## src/rtl/fetch_unit.sv

```systemverilog
// Instruction fetch unit: program counter, instruction register and a two-state
// IDLE/REQ memory handshake. Define FETCH_TIMEOUT_EN to abort fetches after 15 unacked cycles.
module fetch_unit (
    input  logic        clk,
    input  logic        rst,
    input  logic        pc_rst,
    input  logic        pc_write,
    input  logic        pc_sel,
    input  logic        br_sel,
    input  logic        ir_load,
    output logic        im_req,
    output logic [15:0] im_addr,
    input  logic        im_ack,
    input  logic [31:0] im_rdata,
    output logic [15:0] pc,
    output logic [31:0] ir,
    output logic [3:0]  opcode,
    output logic [3:0]  mm,
    output logic        fetch_busy,
    output logic        fetch_err
);

    typedef enum logic {
        IDLE = 1'b0,
        REQ  = 1'b1
    } state_t;

    state_t      state_q, state_d;
    logic        addr_en;
    logic        ir_en;
    logic [31:0] ir_d;
    logic [15:0] pc_d;
    logic        err_set;

`ifdef FETCH_TIMEOUT_EN
    logic [3:0]  tmo_cnt;
    logic        tmo_hit;

    // Counter holds (REQ cycles elapsed - 1); 14 marks the 15th unacked cycle.
    assign tmo_hit = (tmo_cnt == 4'd14);

    always_ff @(posedge clk or posedge rst) begin
        if (rst) begin
            tmo_cnt <= 4'd0;
        end else if (state_q == IDLE) begin
            tmo_cnt <= 4'd0;
        end else begin
            tmo_cnt <= tmo_cnt + 4'd1;
        end
    end
`endif

    always_comb begin
        // NOTE: every signal gets a default first so no path leaves one unassigned (no latches).
        state_d = state_q;
        addr_en = 1'b0;
        ir_en   = 1'b0;
        ir_d    = im_rdata;
        err_set = 1'b0;
        case (state_q)
            IDLE: begin
                if (ir_load) begin
                    state_d = REQ;
                    addr_en = 1'b1;
                end
            end
            REQ: begin
                if (im_ack) begin
                    state_d = IDLE;
                    ir_en   = 1'b1;
                end
`ifdef FETCH_TIMEOUT_EN
                else if (tmo_hit) begin
                    state_d = IDLE;
                    ir_en   = 1'b1;
                    ir_d    = 32'h0;
                    err_set = 1'b1;
                end
`endif
            end
            default: state_d = IDLE;
        endcase
    end

    // Sign-extending a 16-bit offset into a 16-bit sum is a plain modulo-2^16 add.
    always_comb begin
        pc_d = pc;
        if (pc_rst) begin
            pc_d = 16'h0000;
        end else if (pc_write) begin
            if (!pc_sel)     pc_d = pc + 16'd1;
            else if (br_sel) pc_d = ir[15:0];
            else             pc_d = pc + ir[15:0];
        end
    end

    always_ff @(posedge clk or posedge rst) begin
        if (rst) begin
            state_q <= IDLE;
            pc      <= 16'h0000;
            ir      <= 32'h0;
            im_addr <= 16'h0000;
        end else begin
            // NOTE: non-blocking assignments so every register samples pre-edge values,
            // which lets im_addr capture the old pc while pc updates in the same edge.
            state_q <= state_d;
            pc      <= pc_d;
            if (ir_en)   ir      <= ir_d;
            if (addr_en) im_addr <= pc;
        end
    end

`ifdef FETCH_TIMEOUT_EN
    always_ff @(posedge clk or posedge rst) begin
        if (rst)          fetch_err <= 1'b0;
        else if (err_set) fetch_err <= 1'b1;
    end
`else
    assign fetch_err = 1'b0;
    logic unused_err;
    assign unused_err = err_set;
`endif

    assign im_req     = (state_q == REQ);
    assign fetch_busy = (state_q == REQ);
    assign opcode     = ir[31:28];
    assign mm         = ir[27:24];

endmodule

```

## config.mk

```make
export PLATFORM = sky130hd
export DESIGN_NAME = fetch_unit
export DESIGN_NICKNAME = d
export VERILOG_FILES = /design/src/rtl/fetch_unit.sv
export SDC_FILE = /design/constraint.sdc
export NUM_CORES = 1
export LEC_CHECK = 0
export ABC_AREA = 1
export CAP_MARGIN = 10
export CORE_MARGIN = 2
export CORE_UTILIZATION = 30
export DETAILED_ROUTE_END_ITERATION = 7
export HOLD_SLACK_MARGIN = 0.15
export SETUP_SLACK_MARGIN = 0.5
export SKIP_CTS_REPAIR_TIMING = 1
export SYNTH_ARGS = -nofsm -noshare
export SYNTH_HDL_FRONTEND = slang
export SYNTH_SLANG_ARGS = --single-unit
```

## constraint.sdc

```tcl
create_clock -name clk -period 5.25 [get_ports clk]
set_input_delay 1.05 -clock clk [delete_from_list [all_inputs] [get_ports clk]]
set_output_delay 1.05 -clock clk [all_outputs]
set_load 0.1 [all_outputs]
```

==> results.toml <==
[run_status]
status = "completed"

[timing]
period_share = 0.613
slew_viol_final = 0
hold_viol_final = 0
fmax_mhz = 311
period_minus_slack_ps = 3220
finalClockSkew_ps = 5.12
relSlewSlack = 0.244
tightest_slew_ps = 1130
fin_setup_tns_ps = 0
rsz0062_at_grt = "false"
setup_viol_count_final = 0
holdWs_ps = 487
setup_ws_ps = 2030

[floorplanning]
die_x_um = 121
placementRows = 42
die_y_um = 121
core_area_um2 = 13300
initial_core_util = 0.309
ios = 115
dieArea_um2 = 14600

[pwr]
comb_power_share = 0.494
p_leak_nw = 2.84
ir_drop_uv = 332
p_seq_frac = 0.247
pwr-share-clk = 0.258
powerDensity_nw_per_um2 = 488
power.internal_mw = 1.39
switching_share = 0.500
total_switching_power_mw = 1.38

[finish]
final_nets = 752
drive_gt1_frac = 0.0571
fillers = 1393
insertedDiodeCount = 0
multi_input_area_um2 = 2050
layout.area.seq_um2 = 1630
fin_area_um2 = 5680
finalNonFillerCells = 876
area_growth_pct = 38.3

[worst_setup_path]
slowest_stage = "clkdlybuf4s50_1"
regToRegSetupSlack_ps = 3120
endpoint_kind = "output pin"
cp-start-kind = "register"
critPathMaxStageDelay_ps = 1220
required_ps = 4200
worstReg2RegEnd = "pc[12]"
r2r_start = "pc[0]"
crit_buf_inv = 1
critical_path_arrival_ps = 2170
reg2reg_depth = 13
path_class = "register to output pin"
crit_chain = "clkdlybuf4s50_1"
crit_fanout = 10
cp_top_family = "buffers and inverters"

[global_routing]
antenna_found_initial = 0
overflow = 0
track_usage = 0.175
grt_max_degree = 40
grt_pass1_wl_um = 19700
grt_pass1_vias = 4068

[synthesis]
syn_area_per_cell_um2 = 6.90
synthCells = 595
ys_seq_elements = 65
syn_nets = 652
yosysWarnings = 0
synth_area_um2 = 4110
ys_types = 32
ys_seq_area_frac = 0.396

[cts]
cts_tree = "done"
cts_buffers = 9
clockBufferDepth = 2
clkSlewWorstSetupHoldPaths_ps = 60
clock_latency_ps = 340
clock_sinks = 65
clockRootBuffer = "clkbuf_16"
cts_htree_levels = 3

[route]
drt_first_pass_iters = 4
drcViolationCount = 0
via_per_inst = 4.68
totalWireLength_um = 12200
wl_per_cell_um = 13.9
drt-initial-drc-count = 217
vias = 4097
ant_nets = 0

[worst_hold_path]
worstHoldStart = "ir[23]"
min_delay_worst_endpoint = "ir[23]"
hold_path.class = "register to register"
hold_depth = 2

[place]
dp.cells = 860
gp_congestion = 0.812
portBuffers = 113
post-place-ws_ps = 2290
place_area_um2 = 5330
post-dp-hpwl_um = 9120

[job]
maxCapViolCount = 0
## cells in the mapped netlist
library cell,count,area share
buf_1,1,0.00091
nand3_2,3,0.0073
o22ai_1,3,0.0046
o21ai_0,28,0.034
buf_2,5,0.0061
nor2_2,1,0.0015
or2_1,1,0.0015
a21oi_1,29,0.035
nand3_1,35,0.043
nor3_4,1,0.0040
mux2_2,2,0.0055
nand2_1,254,0.23
conb_1,1,0.00091
nand2_2,3,0.0046
nor3_2,1,0.0024
clkinv_1,1,0.00091
clkbuf_1,9,0.0082
a21oi_2,1,0.0021
nand4_1,7,0.011
o21ai_1,8,0.0097
nor2_1,16,0.015
inv_2,7,0.0064
inv_1,69,0.063
buf_4,11,0.020
nand3b_1,2,0.0037
xnor2_1,4,0.0085
ha_1,16,0.049
dfrtp_1,65,0.40
xor2_1,4,0.0085
nor3_1,4,0.0049
fa_1,1,0.0049
nor2_4,2,0.0055
## placed cells by master (no fill, tap or decap), drive strengths merged
cell type / instances
a21oi: 30
buf: 2
bufinv: 3
clkbuf: 10
clkdlybuf4s50: 113
clkinv: 3
conb: 1
dfrtp: 65
fa: 1
ha: 16
inv: 77
mux2: 2
nand2: 257
nand3: 38
nand3b: 2
nand4: 7
nor2: 19
nor3: 6
o21ai: 36
o22ai: 3
or2: 1
xnor2: 4
xor2: 4
## power by group through the flow
stage / registers [mW] / clock network [mW] / logic [mW]
finish: 0.685 / 0.716 / 1.37
global route: 0.699 / 0.759 / 1.44
CTS: 0.686 / 0.735 / 1.38
detailed placement: 0.692 / 0 / 1.37
global placement: 0.690 / 0 / 1.37
floorplan: 1.30 / 0 / 0.440
## worst max path at each step
stage	slack, ps	end	cells after the start	from
6_report	2030	pc[9]	1	pc[9]
5_1_grt	1990	pc[9]	1	pc[9]
4_1_cts	2030	pc[9]	1	pc[9]
3_5_place_dp	2290	pc[0]	6	br_sel
3_3_place_gp	2330	pc[0]	6	br_sel
2_1_floorplan	2570	fetch_busy	1	rst
## metrics by stage
step | power [mW] | util
final | 2.77 | 0.427
after floorplan | 1.74 | -
after global placement | 2.06 | 0.401
after global routing | 2.90 | 0.427
after detailed placement | 2.07 | 0.401
after CTS | 2.80 | 0.427
## state kept, by name, summed over array words and instances, names as in the netlist
name and count:
fetch_busy 1, ir 32, im_addr 16, pc 16
## metal layers
metal  part of all wire  GRT usage
met1               0.44      0.214
met2               0.47      0.289
met3              0.078     0.0578
met4              0.013     0.0552
met5                  0          0
## cell type report
type	count	share of cell area
Inverter	77	0.0509
Clock buffer	10	0.0421
Multi-Input combinational cell	427	0.360
Tap cell	176	0.0388
Timing Repair Buffer	115	0.202
Sequential cell	65	0.286
Clock inverter	6	0.0198
## cells by family (layout without fill, tap and decap cells)
| group | count (synthesis) | count (layout) | share of synthesized area |
|---|---|---|---|
| and+or+nand+nor | 330 | 330 | 0.335 |
| buffers and inverters | 103 | 208 | 0.106 |
| AOI/OAI and AO/OA | 69 | 69 | 0.0859 |
| DFF | 65 | 65 | 0.396 |
| adders and majority gates | 17 | 17 | 0.0536 |
| xor gates and xnor gates | 8 | 8 | 0.0171 |
| muxes | 2 | 2 | 0.00548 |
| other | 1 | 1 | 0.000913 |
(Power assumes the default switching activity.)
